### config.mk
export PLATFORM = sky130hd
export DESIGN_NAME = booth_radix4_multiplier
export DESIGN_NICKNAME = d
export VERILOG_FILES = /design/src/rtl/booth_pkg.sv /design/src/rtl/carry_lookahead_adder.sv /design/src/rtl/booth_radix4_multiplier.sv
export SDC_FILE = /design/constraint.sdc
export NUM_CORES = 1
export LEC_CHECK = 0
export BUFFER_PORTS_ARGS = -buffer_cell sky130_fd_sc_hd__buf_2
export CORE_ASPECT_RATIO = 0.5
export CORE_MARGIN = 10
export CORE_UTILIZATION = 50
export CTS_CLUSTER_DIAMETER = 40
export DETAILED_ROUTE_END_ITERATION = 16
export PLACE_DENSITY_LB_ADDON = 0.2
export SLEW_MARGIN = 20
export SYNTH_ARGS = -nofsm -noshare
export SYNTH_HDL_FRONTEND = slang
export SYNTH_SLANG_ARGS = --single-unit
### constraint.sdc
create_clock -name clock -period 7.59 [get_ports clock]
set_clock_uncertainty 0.1 [all_clocks]
set_input_delay 1.518 -clock clock [delete_from_list [all_inputs] [get_ports clock]]
set_output_delay 1.518 -clock clock [all_outputs]
set_load 0.01 [all_outputs]
### src/rtl/booth_pkg.sv
// Shared types for the radix-4 Booth multiplier: FSM states, partial-product
// selects and the Booth digit decoder.
package booth_pkg;

    typedef enum logic [1:0] {
        IDLE = 2'd0,
        RUN  = 2'd1,
        DONE = 2'd2
    } state_t;

    typedef enum logic [2:0] {
        PP_ZERO = 3'd0,
        PP_POS1 = 3'd1,
        PP_POS2 = 3'd2,
        PP_NEG1 = 3'd3,
        PP_NEG2 = 3'd4
    } pp_sel_t;

    // Map a multiplier bit triple {b[i+1], b[i], b[i-1]} to a Booth digit
    function automatic pp_sel_t booth_decode(input logic [2:0] t);
        pp_sel_t sel;
        sel = PP_ZERO;
        case (t)
            3'b001, 3'b010: sel = PP_POS1;
            3'b011:         sel = PP_POS2;
            3'b100:         sel = PP_NEG2;
            3'b101, 3'b110: sel = PP_NEG1;
            default:        sel = PP_ZERO;
        endcase
        return sel;
    endfunction

endpackage

### src/rtl/carry_lookahead_adder.sv
// N-bit carry-lookahead adder: every carry is formed directly from the
// generate/propagate terms below it and the carry-in.
module carry_lookahead_adder #(
    parameter int unsigned N = 8
) (
    input  logic [N-1:0] i_a,
    input  logic [N-1:0] i_b,
    input  logic         i_cin,
    output logic [N-1:0] o_sum,
    output logic         o_cout
);

    logic [N-1:0] w_g;
    logic [N-1:0] w_p;
    logic [N:0]   w_c;

    assign w_g = i_a & i_b;
    assign w_p = i_a ^ i_b;

    // c[i+1] = g[i] | p[i]g[i-1] | ... | p[i]..p[0]cin
    always_comb begin
        logic v_c;
        logic v_run;
        v_c    = 1'b0;
        v_run  = 1'b0;
        w_c    = '0;
        w_c[0] = i_cin;
        for (int i = 0; i < int'(N); i++) begin
            v_c   = w_g[i];
            v_run = w_p[i];
            for (int j = i - 1; j >= 0; j--) begin
                v_c   = v_c | (w_g[j] & v_run);
                v_run = v_run & w_p[j];
            end
            w_c[i+1] = v_c | (i_cin & v_run);
        end
    end

    assign o_sum  = w_p ^ w_c[N-1:0];
    assign o_cout = w_c[N];

endmodule

### src/rtl/booth_radix4_multiplier.sv
// Iterative radix-4 Booth multiplier, signed or unsigned operands, two
// multiplier bits retired per clock, valid/ready on both sides.
module booth_radix4_multiplier
    import booth_pkg::*;
#(
    parameter int unsigned N = 8
) (
    input  logic           clock,
    input  logic           reset,
    input  logic           in_valid,
    output logic           in_ready,
    input  logic           is_signed,
    input  logic [N-1:0]   multiplicand,
    input  logic [N-1:0]   multiplier,
    output logic           out_valid,
    input  logic           out_ready,
    output logic [2*N-1:0] product,
    output logic           busy
);

    localparam int unsigned ITER = N / 2 + 1;
    localparam int unsigned W    = N + 2;
    localparam int unsigned PW   = 2 * N;
    localparam int unsigned CW   = $clog2(ITER + 1);

    if ((N % 2) != 0 || N < 4) begin : g_param_check
        $error("booth_radix4_multiplier: N must be even and at least 4");
    end

    state_t          r_state;
    state_t          w_state_nxt;
    logic [W-1:0]    r_a;
    logic [W-1:0]    r_acc;
    logic [W:0]      r_bx;
    logic [CW-1:0]   r_count;
    logic [PW-1:0]   r_product;
    logic            r_out_valid;
    logic            r_busy;

    logic [W-1:0]    w_pp;
    logic            w_cin;
    logic [W-1:0]    w_sum;
    logic            w_unused_cout;
    logic [2*W:0]    w_shifted;
    logic            w_accept;
    logic            w_last;
    logic            w_ext_a;
    logic            w_ext_b;

    // Digit select: negation is invert here plus carry-in on the adder
    always_comb begin
        w_pp  = '0;
        w_cin = 1'b0;
        case (booth_decode(r_bx[2:0]))
            PP_POS1: w_pp = r_a;
            PP_POS2: w_pp = {r_a[W-2:0], 1'b0};
            PP_NEG1: begin
                w_pp  = ~r_a;
                w_cin = 1'b1;
            end
            PP_NEG2: begin
                w_pp  = ~{r_a[W-2:0], 1'b0};
                w_cin = 1'b1;
            end
            default: w_pp = '0;
        endcase
    end

    carry_lookahead_adder #(
        .N(W)
    ) u_cla (
        .i_a   (r_acc),
        .i_b   (w_pp),
        .i_cin (w_cin),
        .o_sum (w_sum),
        .o_cout(w_unused_cout)
    );

    assign w_shifted = (2*W+1)'($signed({w_sum, r_bx}) >>> 2);
    assign w_last    = (r_count == CW'(ITER - 1));
    assign w_accept  = in_valid && in_ready;
    assign w_ext_a   = is_signed & multiplicand[N-1];
    assign w_ext_b   = is_signed & multiplier[N-1];

    // Next state and the combinational input handshake
    always_comb begin
        w_state_nxt = r_state;
        in_ready    = 1'b0;
        case (r_state)
            IDLE: begin
                in_ready = !reset;
                if (in_valid && !reset) begin
                    w_state_nxt = RUN;
                end
            end
            RUN: begin
                if (w_last) begin
                    w_state_nxt = DONE;
                end
            end
            DONE: begin
                if (out_ready) begin
                    in_ready    = !reset;
                    w_state_nxt = in_valid ? RUN : IDLE;
                end
            end
            default: w_state_nxt = IDLE;
        endcase
    end

    always_ff @(posedge clock or posedge reset) begin
        if (reset) begin
            r_state     <= IDLE;
            r_a         <= '0;
            r_acc       <= '0;
            r_bx        <= '0;
            r_count     <= '0;
            r_product   <= '0;
            r_out_valid <= 1'b0;
            r_busy      <= 1'b0;
        end else begin
            r_state     <= w_state_nxt;
            r_out_valid <= (w_state_nxt == DONE);
            r_busy      <= (w_state_nxt == RUN);
            if (w_accept) begin
                r_a     <= {{2{w_ext_a}}, multiplicand};
                r_bx    <= {{2{w_ext_b}}, multiplier, 1'b0};
                r_acc   <= '0;
                r_count <= '0;
            end else if (r_state == RUN) begin
                r_acc   <= w_shifted[2*W:W+1];
                r_bx    <= w_shifted[W:0];
                r_count <= r_count + CW'(1);
                // After the final shift the product sits in {acc, bx[W:1]}
                if (w_last) begin
                    r_product <= w_shifted[PW:1];
                end
            end
        end
    end

    assign out_valid = r_out_valid;
    assign product   = r_product;
    assign busy      = r_busy;

endmodule

Word level (Yosys, flattened, before mapping)
Index checks and enable logic that the tools add are counted.
- equal/unequal tests: 15
- bitwise operators: 134
- reductions and logical operators: 9
- add/subtract/negate cells: 1
- multiplexer cells: 16
- operators by type and width (kind ; count):
    AND 1 bit ; 83
    bitwise OR 1 bit ; 45
    one-hot mux 10 bit (4 select lines) ; 1
    two-way mux 11 bit ; 2
    two-way mux 10 bit ; 2
    NOT 10 bit ; 2
    XOR 10 bit ; 2
    == test 3 bit (second input constant) ; 5
    == test 3 x 2 -> 1 bit (second input constant) ; 4
    one-hot mux 3 bit (4 select lines) ; 1
    AND 9 bit ; 1
    == test 3 x 1 -> 1 bit (second input constant) ; 2
    two-way mux 2 bit ; 3
    two-way mux 3 bit ; 2
    one-hot mux 2 bit (3 select lines) ; 1
    OR reduction 2 bit ; 3
    == test 2 x 1 -> 1 bit (second input constant) ; 2
    == test 2 bit (second input constant) ; 2
    adder 3 x 1 -> 3 bit (second input constant) ; 1
    two-way mux 1 bit ; 3
    AND reduction 3 bit ; 1
    logical AND 1 bit ; 2
    logical NOT 2 bit ; 1
    one-hot mux 1 bit (2 select lines) ; 1
    3 further kinds ; 3
- bits of input ports: 21
- register bits: 53
- word-level logic and storage cells: 183
- output and inout port bits: 19

Logic depth before layout (Yosys ltp)
- word-level depth: 19
- gate-level depth with buffers: 12
- mapped depth without buffers: 11

Hierarchy
A second synthesis with hierarchy kept.
- cell total of the unflattened synthesis: 254
- area total of the unflattened synthesis: 2965.3 um2
- modules (own cells, without submodules) (module ; area each (um2) ; cells an instance ; times used ; sequential area each (um2)):
    booth_radix4_multiplier ; 2551.2 ; 203 ; 1 ; 1276.2
    carry_lookahead_adder ; 414.1 ; 51 ; 1 ; 0.0

Worst setup path after synthesis
No wires, ideal clock.
- path type: input to output
- start: in out_ready
- end: out in_ready
- setup slack: 4.105 ns
- buffers on the path: 0
- stages on the path: 2
- arrival time: 1.867 ns
- cell sequence: nand2b_1 and2_1
- cells in the longest elaborated chain, start to end: 2
- ends and longest elaborated chain (element ; line ; source):
    from (decl) ; booth_radix4_multiplier.sv:16 ; input logic out_ready,
    two-way mux 1 bit ; booth_radix4_multiplier.sv:102 ; if (out_ready) begin
    one-hot mux 1 bit (2 select lines) ; booth_radix4_multiplier.sv:89 ; case (r_state)
    to (decl) ; booth_radix4_multiplier.sv:11 ; output logic in_ready,
No other way between the ends.

Worst setup path in the final report
Same ends and word-level chain as after synthesis.

==> run metrics <==
status=completed; CTS root buf=clkbuf_8; Fmax achieved=between 200 and 300 MHz; Finished Layout Cells=about 380; register area share after synthesis=0.478; Mapped Nets=314; Final HPWL DP=4350 µm; Cell variety after synth=43; GR Overflow Total=0; vias in the first global route=2,182; Startpoint Class=input pin; critical path data required time=about 6 ns; Post-CTS Repair Setup Buffers=0; Die Y=between 70 and 80 µm; layout cells sized above 1=0.197; IO Port Bufs=39; DR iter-0 viols=144; final setup vio count=0; Synth Flop Type=dfrtp_1; count of state elements after synthesis=between 50 and 60; Vias=around 2,100; Worst-Margin Slew=between 1 and 1.5 ns; Hold Crit Class=reg -> reg; crit-path max FO=6; largest net degree at the start of global routing=between 50 and 60; FFs w/ async S/R, synth=1.00; gate count after technology mapping=roughly 280; placed instance count=between 300 and 400; starting density of the core=0.529; Die ar.=~9000 µm²; initial antenna violation count=0; Sum Neg Setup Slack=0 ns; Critical Path AT=between 2 and 2.5 ns; drt via density=approximately 5.6; total of max-cap violations=0; H-tree depth=2; Reg clk slew, reported paths=0.09 ns; worst skew pair latency=0.30 ns; core area=about 5000 µm²; Ys Warns=0; Resize count post-CTS=0; Max Buffers Root-to-Sink=2; drc violations=0; Tcrit/Tclk final=0.489; # diodes=0; Final min period=3.71 ns; Final Slew Violations=0; Avg WL per Cell=between 15 and 20 µm; Slew HR=0.325; Nets=between 300 and 400; Synth-to-Final Area Change=12.7%; first-pass GRT wire length=~10,000 µm; I/O pin count=40; CTS tree=done; gp weighted congestion=around 0.84; Critical Path Sink Type=primary output; critical path type=in -> out; Synth Cell Area=about 2700 µm²; final wirelength=approximately 5900 µm; GRT Util Overall=0.141; Mapped Avg Cell Area=between 9 and 10 µm²; cts bufs inserted=5; DR pass1 iterations=4; Clock Sinks=51; hold_buf cts=0; Post-DRT Antenna Nets=0; # rows=18; Final Hold Fails=0; EDFF count, synth=0; unrepaired setup endpoints after global routing=no; Die X=123 µm
## flip-flops by register name, summed over array words and instances (netlist names)
register / flops
busy: 1
out_valid: 1
product: 16
r_a: 9
r_acc: 8
r_bx: 11
r_count: 3
r_state: 2
## cell usage after synthesis, types with 3 or more instances
| master | instances | area, µm² |
|---|---|---|
| o22ai_1 | 5 | 31.3 |
| nand2_1 | 58 | 218 |
| o21ai_0 | 26 | 130 |
| o21ai_1 | 5 | 25.0 |
| ha_1 | 11 | 138 |
| a22oi_1 | 9 | 67.6 |
| nand3_1 | 11 | 55.1 |
| a31oi_1 | 3 | 18.8 |
| and2_1 | 3 | 18.8 |
| dfrtp_1 | 51 | 1280 |
| xnor2_1 | 4 | 35.0 |
| clkbuf_1 | 10 | 37.5 |
| nor2_1 | 19 | 71.3 |
| xor2_1 | 13 | 114 |
| mux2_2 | 9 | 101 |
| nand2b_1 | 5 | 31.3 |
| a21oi_1 | 6 | 30.0 |
| inv_1 | 3 | 11.3 |
## cell type report
| class | instances | area (µm²) |
|---|---|---|
| well taps | 70 | 87.6 |
| multi-input cells | 214 | 1340 |
| inverters | 3 | 12.5 |
| clock buffers | 6 | 72.6 |
| fillers | 468 | 2040 |
| flip-flops and latches | 51 | 1280 |
| clock inverters | 1 | 30.0 |
| repair buffers | 39 | 195 |
## logic make-up (layout without fill, tap and decap cells)
logic type	count (synthesis)	count (layout)	synth area share
muxes	11	11	0.0459
AOI/OAI and AO/OA	67	67	0.165
and+or+nand+nor	107	107	0.173
xor gates and xnor gates	17	17	0.0558
buffers and inverters	16	49	0.0230
adders and majority gates	12	12	0.0590
DFF	51	51	0.478
## placed cells by master, fill, tap and decap left out, types with 2 or more instances in the layout
| master | instances |
|---|---|
| nor3_1 | 2 |
| mux2_2 | 9 |
| o22ai_1 | 5 |
| nand2_1 | 58 |
| xnor2_1 | 4 |
| a22oi_1 | 9 |
| nor3b_1 | 2 |
| xor2_1 | 13 |
| o21ai_1 | 5 |
| clkbuf_8 | 5 |
| ha_1 | 11 |
| nor2_1 | 19 |
| a21oi_1 | 6 |
| and2_1 | 3 |
| o21ai_0 | 26 |
| o211ai_1 | 2 |
| nand2b_1 | 5 |
| dfrtp_1 | 51 |
| a31oi_1 | 3 |
| inv_1 | 2 |
| buf_2 | 39 |
| nand3_1 | 11 |
## worst max-delay path, stage by stage
cell and delay (ns):
buf_2 0.09, nand2b_1 0.19, and2_1 0.16, buf_2 0.13
## metrics by stage
step | setup WS [ns] | util | instance area [µm²] | hold WS, ns
detailed placement | 3.88 | 0.575 | 2900 | 0.366
CTS | 3.87 | 0.596 | 3010 | 0.386
global route | 3.83 | 0.596 | 3010 | 0.414
finish | 3.88 | 0.596 | 3010 | 0.380
global placement | 3.90 | 0.575 | 2900 | 0.357
floorplan | 4.11 | - | 2670 | 0.353
## worst paths after layout
kind | start | to | slack [ns] | depth (start not counted)
worst max register to register | r_bx[2]$_DFFE_PP0P_ | r_acc[8]$_DFFE_PP0P_ | 4.13 | 10
worst min register to register | product[13]$_DFFE_PP0P_ | product[13]$_DFFE_PP0P_ | 0.38 | 2
worst min-delay path | product[13]$_DFFE_PP0P_ | product[13]$_DFFE_PP0P_ | 0.38 | 2
worst max-delay path | out_ready | in_ready | 3.88 | 4
max in group asynchronous | reset | r_acc[4]$_DFFE_PP0P_ | 5.60 | 2
min in group asynchronous | reset | out_valid$_DFF_PP0_ | 1.27 | 2
## routing by layer
layer / vias to the layer above / track usage / wire length, µm
met1: 1012 / 0.179 / 2840
met2: 55 / 0.225 / 2640
met3: 9 / 0.0524 / 415
met4: 0 / 0.0282 / 49
li1: 1057 / - / -
met5: - / 0 / 0
Power is left out: the tool's default activity adds up to more than one toggle a clock period on the data nets, which glitch-free logic cannot reach.
